### config.mk
export PLATFORM = sky130hd
export DESIGN_NAME = mem_arbiter
export DESIGN_NICKNAME = d
export VERILOG_FILES = /design/src/rtl/mem_arbiter.sv
export SDC_FILE = /design/constraint.sdc
export NUM_CORES = 2
export LEC_CHECK = 0
export ABC_AREA = 1
export CAP_MARGIN = 0
export CORE_AREA = 2 2 573 575
export DETAILED_ROUTE_END_ITERATION = 6
export DIE_AREA = 0 0 575 577
export HOLD_SLACK_MARGIN = 0.03
export PLACE_DENSITY = 0.5
export SYNTH_ARGS = -nofsm -noshare
export SYNTH_HDL_FRONTEND = slang
export SYNTH_SLANG_ARGS = --single-unit
### constraint.sdc
create_clock -name clk -period 74.1 [get_ports clk]
set_clock_uncertainty 0.2 [all_clocks]
set_input_delay 11.115 -clock clk [delete_from_list [all_inputs] [get_ports clk]]
set_output_delay 11.115 -clock clk [all_outputs]
set_load 0.03 [all_outputs]
### src/rtl/mem_arbiter.sv
// mem_arbiter: shares one memory bus between an instruction cache (ic) and a
// data cache (dc).
//
// Each cache port has a one-entry pending slot. A request is either a
// WIDTH-bit write or a BLOCKSZ-bit line read. The line read is assembled
// from BEATS bus beats.
//
// Ports:
//   clk, rst                  single clock, async active-high reset
//   {ic,dc}_mem_req           one-cycle request pulse
//   {ic,dc}_mem_address       request address
//   {ic,dc}_mem_wr_en         1 = single-beat write, 0 = line read
//   {ic,dc}_mem_data_out      write data
//   {ic,dc}_mem_data_in       last completed read line for that port
//   {ic,dc}_mem_data_valid    one-cycle completion pulse
//   bus_reqcyc/reqack         request handshake (addr, we, wdata qualified by reqcyc)
//   bus_respcyc/resp/respack  read beat handshake
module mem_arbiter #(
  parameter int ADDRESSSIZE = 64,
  parameter int WIDTH       = 64,
  parameter int BLOCKSZ     = 512,
  parameter int BEATS       = BLOCKSZ / WIDTH
) (
  input  logic                   clk,
  input  logic                   rst,
  input  logic                   ic_mem_req,
  input  logic [ADDRESSSIZE-1:0] ic_mem_address,
  input  logic                   ic_mem_wr_en,
  input  logic [WIDTH-1:0]       ic_mem_data_out,
  output logic [BLOCKSZ-1:0]     ic_mem_data_in,
  output logic                   ic_mem_data_valid,
  input  logic                   dc_mem_req,
  input  logic [ADDRESSSIZE-1:0] dc_mem_address,
  input  logic                   dc_mem_wr_en,
  input  logic [WIDTH-1:0]       dc_mem_data_out,
  output logic [BLOCKSZ-1:0]     dc_mem_data_in,
  output logic                   dc_mem_data_valid,
  output logic                   bus_reqcyc,
  input  logic                   bus_reqack,
  output logic [ADDRESSSIZE-1:0] bus_addr,
  output logic                   bus_we,
  output logic [WIDTH-1:0]       bus_wdata,
  input  logic                   bus_respcyc,
  input  logic [WIDTH-1:0]       bus_resp,
  output logic                   bus_respack
);
  localparam int CW = (BEATS > 1) ? $clog2(BEATS) : 1;

  typedef enum logic [1:0] {IDLE, ISSUE, READ, DONE} state_t;

  state_t                 state_q, state_d;
  logic                   ic_pend_q, ic_pend_d, dc_pend_q, dc_pend_d;
  logic [ADDRESSSIZE-1:0] ic_addr_q, ic_addr_d, dc_addr_q, dc_addr_d;
  logic                   ic_we_q, ic_we_d, dc_we_q, dc_we_d;
  logic [WIDTH-1:0]       ic_wdata_q, ic_wdata_d, dc_wdata_q, dc_wdata_d;
  logic                   gnt_ic_q, gnt_ic_d;   // 1 = ic owns the bus, 0 = dc
  logic                   last_ic_q, last_ic_d; // last serviced port was ic
  logic [CW-1:0]          cnt_q, cnt_d;
  logic [BLOCKSZ-1:0]     line_q, line_d;       // assembly buffer
  logic [BLOCKSZ-1:0]     ic_line_q, ic_line_d, dc_line_q, dc_line_d;

  logic [ADDRESSSIZE-1:0] g_addr;
  logic                   g_we;
  logic [WIDTH-1:0]       g_wdata;

  assign g_addr  = gnt_ic_q ? ic_addr_q  : dc_addr_q;
  assign g_we    = gnt_ic_q ? ic_we_q    : dc_we_q;
  assign g_wdata = gnt_ic_q ? ic_wdata_q : dc_wdata_q;

  assign ic_mem_data_in = ic_line_q;
  assign dc_mem_data_in = dc_line_q;

  always_comb begin
    state_d    = state_q;
    ic_pend_d  = ic_pend_q;
    dc_pend_d  = dc_pend_q;
    ic_addr_d  = ic_addr_q;
    dc_addr_d  = dc_addr_q;
    ic_we_d    = ic_we_q;
    dc_we_d    = dc_we_q;
    ic_wdata_d = ic_wdata_q;
    dc_wdata_d = dc_wdata_q;
    gnt_ic_d   = gnt_ic_q;
    last_ic_d  = last_ic_q;
    cnt_d      = cnt_q;
    line_d     = line_q;
    ic_line_d  = ic_line_q;
    dc_line_d  = dc_line_q;

    bus_reqcyc        = 1'b0;
    bus_addr          = '0;
    bus_we            = 1'b0;
    bus_wdata         = '0;
    bus_respack       = 1'b0;
    ic_mem_data_valid = 1'b0;
    dc_mem_data_valid = 1'b0;

    case (state_q)
      IDLE: begin
        if (ic_pend_q || dc_pend_q) begin
          // On a tie, serve the port that was not served last.
          gnt_ic_d = ic_pend_q && (!dc_pend_q || !last_ic_q);
          state_d  = ISSUE;
        end
      end
      ISSUE: begin
        bus_reqcyc = 1'b1;
        bus_we     = g_we;
        bus_wdata  = g_wdata;
        // Line reads are aligned to the 64-byte line; writes go out as given.
        bus_addr   = g_we ? g_addr : {g_addr[ADDRESSSIZE-1:6], 6'b0};
        if (bus_reqack) state_d = g_we ? DONE : READ;
      end
      READ: begin
        bus_respack = bus_respcyc;
        if (bus_respcyc) begin
          line_d[cnt_q*WIDTH +: WIDTH] = bus_resp;
          if (cnt_q == CW'(BEATS-1)) begin
            cnt_d   = '0;
            state_d = DONE;
            // Publish the whole line together with the final beat.
            // This way data_in is already valid in the DONE cycle.
            if (gnt_ic_q) ic_line_d = line_d;
            else          dc_line_d = line_d;
          end else begin
            cnt_d = cnt_q + 1'b1;
          end
        end
      end
      DONE: begin
        ic_mem_data_valid = gnt_ic_q;
        dc_mem_data_valid = !gnt_ic_q;
        if (gnt_ic_q) ic_pend_d = 1'b0;
        else          dc_pend_d = 1'b0;
        last_ic_d = gnt_ic_q;
        state_d   = IDLE;
      end
      default: state_d = IDLE;
    endcase

    // Requests are latched against the post-completion slot state.
    // A request arriving in the DONE cycle of its own port is therefore kept.
    if (ic_mem_req && !ic_pend_d) begin
      ic_pend_d  = 1'b1;
      ic_addr_d  = ic_mem_address;
      ic_we_d    = ic_mem_wr_en;
      ic_wdata_d = ic_mem_data_out;
    end
    if (dc_mem_req && !dc_pend_d) begin
      dc_pend_d  = 1'b1;
      dc_addr_d  = dc_mem_address;
      dc_we_d    = dc_mem_wr_en;
      dc_wdata_d = dc_mem_data_out;
    end
  end

  always_ff @(posedge clk or posedge rst) begin
    if (rst) begin
      state_q    <= IDLE;
      ic_pend_q  <= 1'b0;
      dc_pend_q  <= 1'b0;
      ic_addr_q  <= '0;
      dc_addr_q  <= '0;
      ic_we_q    <= 1'b0;
      dc_we_q    <= 1'b0;
      ic_wdata_q <= '0;
      dc_wdata_q <= '0;
      gnt_ic_q   <= 1'b0;
      last_ic_q  <= 1'b1; // the first tie goes to dc
      cnt_q      <= '0;
      line_q     <= '0;
      ic_line_q  <= '0;
      dc_line_q  <= '0;
    end else begin
      state_q    <= state_d;
      ic_pend_q  <= ic_pend_d;
      dc_pend_q  <= dc_pend_d;
      ic_addr_q  <= ic_addr_d;
      dc_addr_q  <= dc_addr_d;
      ic_we_q    <= ic_we_d;
      dc_we_q    <= dc_we_d;
      ic_wdata_q <= ic_wdata_d;
      dc_wdata_q <= dc_wdata_d;
      gnt_ic_q   <= gnt_ic_d;
      last_ic_q  <= last_ic_d;
      cnt_q      <= cnt_d;
      line_q     <= line_d;
      ic_line_q  <= ic_line_d;
      dc_line_q  <= dc_line_d;
    end
  end
endmodule

=== After elaboration in Yosys (flattened, before gate mapping) ===
Cells that the tools add are included.

* Flip-flop bits (word level): 1803
* Bits in latches: 0
* RAM bits: 0
* Memory bits (read-only): 0
* Input port bits: 328
* Output and inout bits: 1157
* Word-level logic and storage cells: 69
* Memories: 0

* Add/subtract/negate cells: 2
* Multipliers: 0
* Div/mod/pow operators: 0
* $lt $le $gt $ge: 0
* Equal/unequal tests: 8
* Shift-type cells: 2
* Mux-type cells: 25
* Bitwise operators: 1
* Reductions and logical operators: 16

{| class="wikitable"
|+ Operators by type and width
! operator !! count
|-
| bitwise mux 512 bit || 1
|-
| variable shift 64 x 34 -> 512 bit (first input constant) || 1
|-
| variable part select 64 x 34 -> 512 bit || 1
|-
| two-way mux 64 bit || 4
|-
| negator 9 -> 34 bit || 1
|-
| two-way mux 1 bit || 13
|-
| AND reduction 4 bit || 3
|-
| two-way mux 2 bit || 4
|-
| != test 2 bit (second input constant) || 4
|-
| case mux 2 bit (4 select lines) || 1
|-
| two-way mux 6 bit || 1
|-
| zero test 1 bit || 5
|-
| == test 2 bit (second input constant) || 2
|-
| AND reduction 2 bit || 2
|-
| adder 3 x 1 -> 3 bit (second input constant) || 1
|-
| == test 3 bit (second input constant) || 1
|-
| logical AND 1 bit || 3
|-
| two-way mux 3 bit || 1
|-
| == test 2 x 1 -> 1 bit (second input constant) || 1
|-
| zero test 2 bit || 1
|-
| logical OR 1 bit || 2
|-
| inverter 1 bit || 1
|}

=== Depth between registers and ports, before layout ===
* Word-level depth: 5
* Mapped depth: 12
* Depth with buffers taken out: 11

=== Worst setup path before layout ===
Ideal clock, no wire load.

* Path type: input to output
* From: input bus_respcyc
* To: output bus_respack
* Data arrival time: 12038 ps
* Data required time: 62785 ps
* Setup slack: 50747 ps
* Stages on the path: 4
* Path buffers: 2
* Path through: nand2_1 inv_2 buf_2 buf_1

* Word-level cells in the longest chain between the ends: 1

{| class="wikitable"
|+ Ends and longest elaborated chain
! item !! RTL line !! RTL
|-
| start, declared || 43 || <nowiki>input logic bus_respcyc,</nowiki>
|-
| two-way mux 1 bit || 98 || <nowiki>case (state_q)</nowiki>
|-
| end, declared || 45 || <nowiki>output logic bus_respack</nowiki>
|}

No other way between the ends.

=== Worst setup path in the final report ===
Ends and elaborated chain as after synthesis.

==> flow_metrics.tcl <==
set metrics [dict create \
    status "completed" \
    drt-pass1-iter-count 6 \
    setup-violations-final 0 \
    end_kind "output port" \
    critPathMostFrequentCell "sky130_fd_sc_hd__clkdlybuf4s50_1" \
    netlist_instances 9897 \
    largest_net_degree_at_the_start_of_global_routing 165 \
    power.density_cell_area_mw_per_mm2 46.09 \
    grt_usage_pct 25.07 \
    async_set_or_reset_register_ratio_after_synthesis_pct 100.0 \
    clk-insertion-delay-late_ns 0.90 \
    synth_edf_count 0 \
    startpoint_type "input port" \
    die_height_um 577 \
    syn-mean-instance-area_um2 8.047 \
    cts_num_sinks 1803 \
    synth.yosys.warnings 0 \
    mappedNetlistNets 10237 \
    timing.final.crit_period_ns 24.71 \
    required_ns 62.79 \
    netlist_top_cells_area "sky130_fd_sc_hd__dfrtp_1 57%, sky130_fd_sc_hd__nand2_1 18%, sky130_fd_sc_hd__nand3_1 14%, sky130_fd_sc_hd__inv_1 2.5%, sky130_fd_sc_hd__buf_2 2.1%" \
    routabilityCongestion 0.8826 \
    placement.io_buffers 1484 \
    cap_viol_max_count 0 \
    critPathLaunch "bus_respcyc" \
    initialDrtViolationCount 7022 \
    rr_startpoint "state_q[0]$_DFFE_PP0P_" \
    grt_first_pass_wirelength_mm 585.8 \
    share_of_the_core_filled_with_cells_pct 32.44 \
    antenna_violations_before_repair 82 \
    grt.overflow.total 0 \
    finalWirelength_mm 427.9 \
    reg2reg_setup_slack_ns 68.56 \
    number_of_setup_buffers_added_after_cts 0 \
    rows 210 \
    drc_violation_count_after_routing 0 \
    cts_repair_resize_count 0 \
    number_of_register_bits_inferred_by_synthesis 1803 \
    nNetsFinal 11409 \
    timing.critical_path.arrival_ns 13.39 \
    dominantRegCellSynth "sky130_fd_sc_hd__dfrtp_1" \
    maximum_fanout_encountered_on_the_critical_timing_path 64 \
    timing.critical_path.to "bus_respack" \
    hold_class "reg2reg" \
    yosys.cell_count.top_type "sky130_fd_sc_hd__nand2_1" \
    ratio_of_cells_with_drive_above_1_in_the_final_layout_pct 4.868 \
    timing.final.crit_share_pct 33.34 \
    tritoncts.num_buffers 218 \
    timing.critical_path.slowest_stage_cell "sky130_fd_sc_hd__clkdlybuf4s50_1" \
    regToRegEndpoint "line_q[326]$_DFFE_PP0P_" \
    full_die_area_mm2 0.3318 \
    placeable_core_area_mm2 0.3258 \
    ctsHoldBuffers 0 \
    cts_tree "done" \
    path_cells "clkdlybuf4s50_1, nand2_4, inv_8, clkdlybuf4s50_1" \
    seq_total_area_yosys_pct 56.65 \
    synth_top_cells_by_count "3881 x sky130_fd_sc_hd__nand2_1, 2301 x sky130_fd_sc_hd__nand3_1, 1802 x sky130_fd_sc_hd__dfrtp_1" \
    ff2ff_path_depth 9 \
    max-slew-margin-rel_pct 14.72 \
    floorplan.initialDensity_pct 24.44 \
    netlist_area_mm2 0.07964 \
    clk_path_buf_depth 4 \
    cts.reportedPaths.clkPinSlew_ns 0.06 \
    grt_pass1_vias 70627 \
    crit_path_max_cell_delay_ns 0.78 \
    timing.final.max_slew_violations 0 \
    dr_wl_cell_um 27.32 \
    slew_worst_pin_ns 1.279 \
    setup-tns-final_ns 0 \
    area_growth_syn_to_layout_pct 32.72 \
    final_antenna_net_count 0 \
    post_synth_num_cell_types 21 \
    place.detailed.hpwl_mm 296.5 \
    total_leakage_power_nw 53.10 \
    vias 74686 \
    avgViaCountPerCell 4.767 \
    post-synth-top-area-cell "sky130_fd_sc_hd__dfrtp_1" \
    finalHoldWorstSlack_ns 0.2626 \
    maxClockFrequency_mhz 40.47 \
    grt_setup_unrepaired "false" \
    irDropWorstVdd_v 0.00003230 \
    cts-htree-levels 4 \
    synth_largest_type_area_fraction_pct 56.62 \
    path_class "in2out" \
    report.power.total_mw 4.872 \
    design.portCount 1485 \
    floorplan_die_width_um 575 \
    timing_hold_violations_final 0 \
    cts-root-buf "sky130_fd_sc_hd__clkbuf_16" \
]
[worst max-delay path, delay by kind of cell]
| kind | cells | cell delay [ns] |
|---|---|---|
| AND/OR/NAND/NOR | 1 | 0.29 |
| buffers and inverters | 3 | 1.91 |
[cell type report]
| cell class | count | area, um^2 |
|---|---|---|
| fill | 34593 | 220100 |
| sequential | 1803 | 45130 |
| timing repair buffer | 1612 | 15830 |
| clock inverter | 70 | 900.9 |
| antenna | 83 | 207.7 |
| inverter | 545 | 2090 |
| multi-input combinational | 6889 | 29730 |
| tap | 4346 | 5438 |
| clock buffer | 318 | 6371 |
[how the worst min path moves through the flow]
stage	endpoint	from	cells past startpoint	slack (ns)
after CTS	dc_addr_q[17]$_DFFE_PP0P_	dc_addr_q[17]$_DFFE_PP0P_	2	0.27
after global placement	dc_wdata_q[53]$_DFFE_PP0P_	dc_wdata_q[53]$_DFFE_PP0P_	2	0.25
after detailed placement	dc_wdata_q[32]$_DFFE_PP0P_	dc_wdata_q[32]$_DFFE_PP0P_	2	0.25
final	dc_addr_q[11]$_DFFE_PP0P_	dc_addr_q[11]$_DFFE_PP0P_	2	0.26
after global routing	dc_wdata_q[53]$_DFFE_PP0P_	dc_wdata_q[53]$_DFFE_PP0P_	2	0.28
after floorplan	dc_addr_q[63]$_DFFE_PP0P_	dc_addr_q[63]$_DFFE_PP0P_	2	0.24
[placed cells by master, fill, tap and decap left out, drive strengths merged]
cell type      synthesis  layout
diode                  0      83
nand2               3882    3882
nand3b                63      63
ha                    12      12
nor3                   2       2
clkinvlp               0       6
nor2                 254     254
dfstp                  1       1
clkbuf               266     318
o21ai                367     367
buf                  394     166
clkdlybuf4s50          0    1446
inv                  542     547
dfrtp               1802    1802
clkinv                 3      49
bufinv                 0      13
a21oi                  7       7
nand3               2302    2302
[flip-flops by register name (all words and copies together), names as in the netlist]
| name | flops |
|---|---|
| ic_we_q | 1 |
| ic_mem_data_in | 512 |
| state_q | 2 |
| cnt_q | 3 |
| dc_we_q | 1 |
| ic_addr_q | 64 |
| dc_addr_q | 64 |
| line_q | 512 |
| last_ic_q | 1 |
| dc_wdata_q | 64 |
| dc_pend_q | 1 |
| dc_mem_data_in | 512 |
| gnt_ic_q | 1 |
| ic_pend_q | 1 |
| ic_wdata_q | 64 |
[through the flow]
stage          std cells  area, um^2  setup slack [ns]
3_3_place_gp       15195       98220             49.38
5_1_grt            15607      105600             49.34
2_1_floorplan       9897       79640             11.88
6_report           15666      105700             49.39
4_1_cts            15583      105500             49.37
3_5_place_dp       15195       98220             49.37
[where the power goes]
group          switching, mW  total (mW)  internal (mW)  leakage (nW)
sequential             0.206        1.53           1.32          24.0
combinational           1.59        2.23          0.641          25.5
clock                  0.469        1.11          0.641          3.57
total                   2.27        4.87           2.61          53.1
[cell families after synthesis]
| kind of cell | count (synthesis) | synth area share [%] |
|---|---|---|
| DFF | 1803 | 56.65 |
| adders and majority gates | 12 | 0.1885 |
| AOI/OAI and AO/OA | 374 | 2.350 |
| and+or+nand+nor | 6503 | 34.58 |
| buffers and inverters | 1205 | 6.228 |
[metal layers]
layer / vias to the layer above / wire length, um / global-route usage, %
met2: 3105 / 193000 / 38.94
met5: - / 143 / 0
li1: 34266 / - / -
met1: 36619 / 168400 / 30.59
met3: 676 / 38630 / 7.296
met4: 20 / 27800 / 15.49
(Power assumes the default switching activity.)
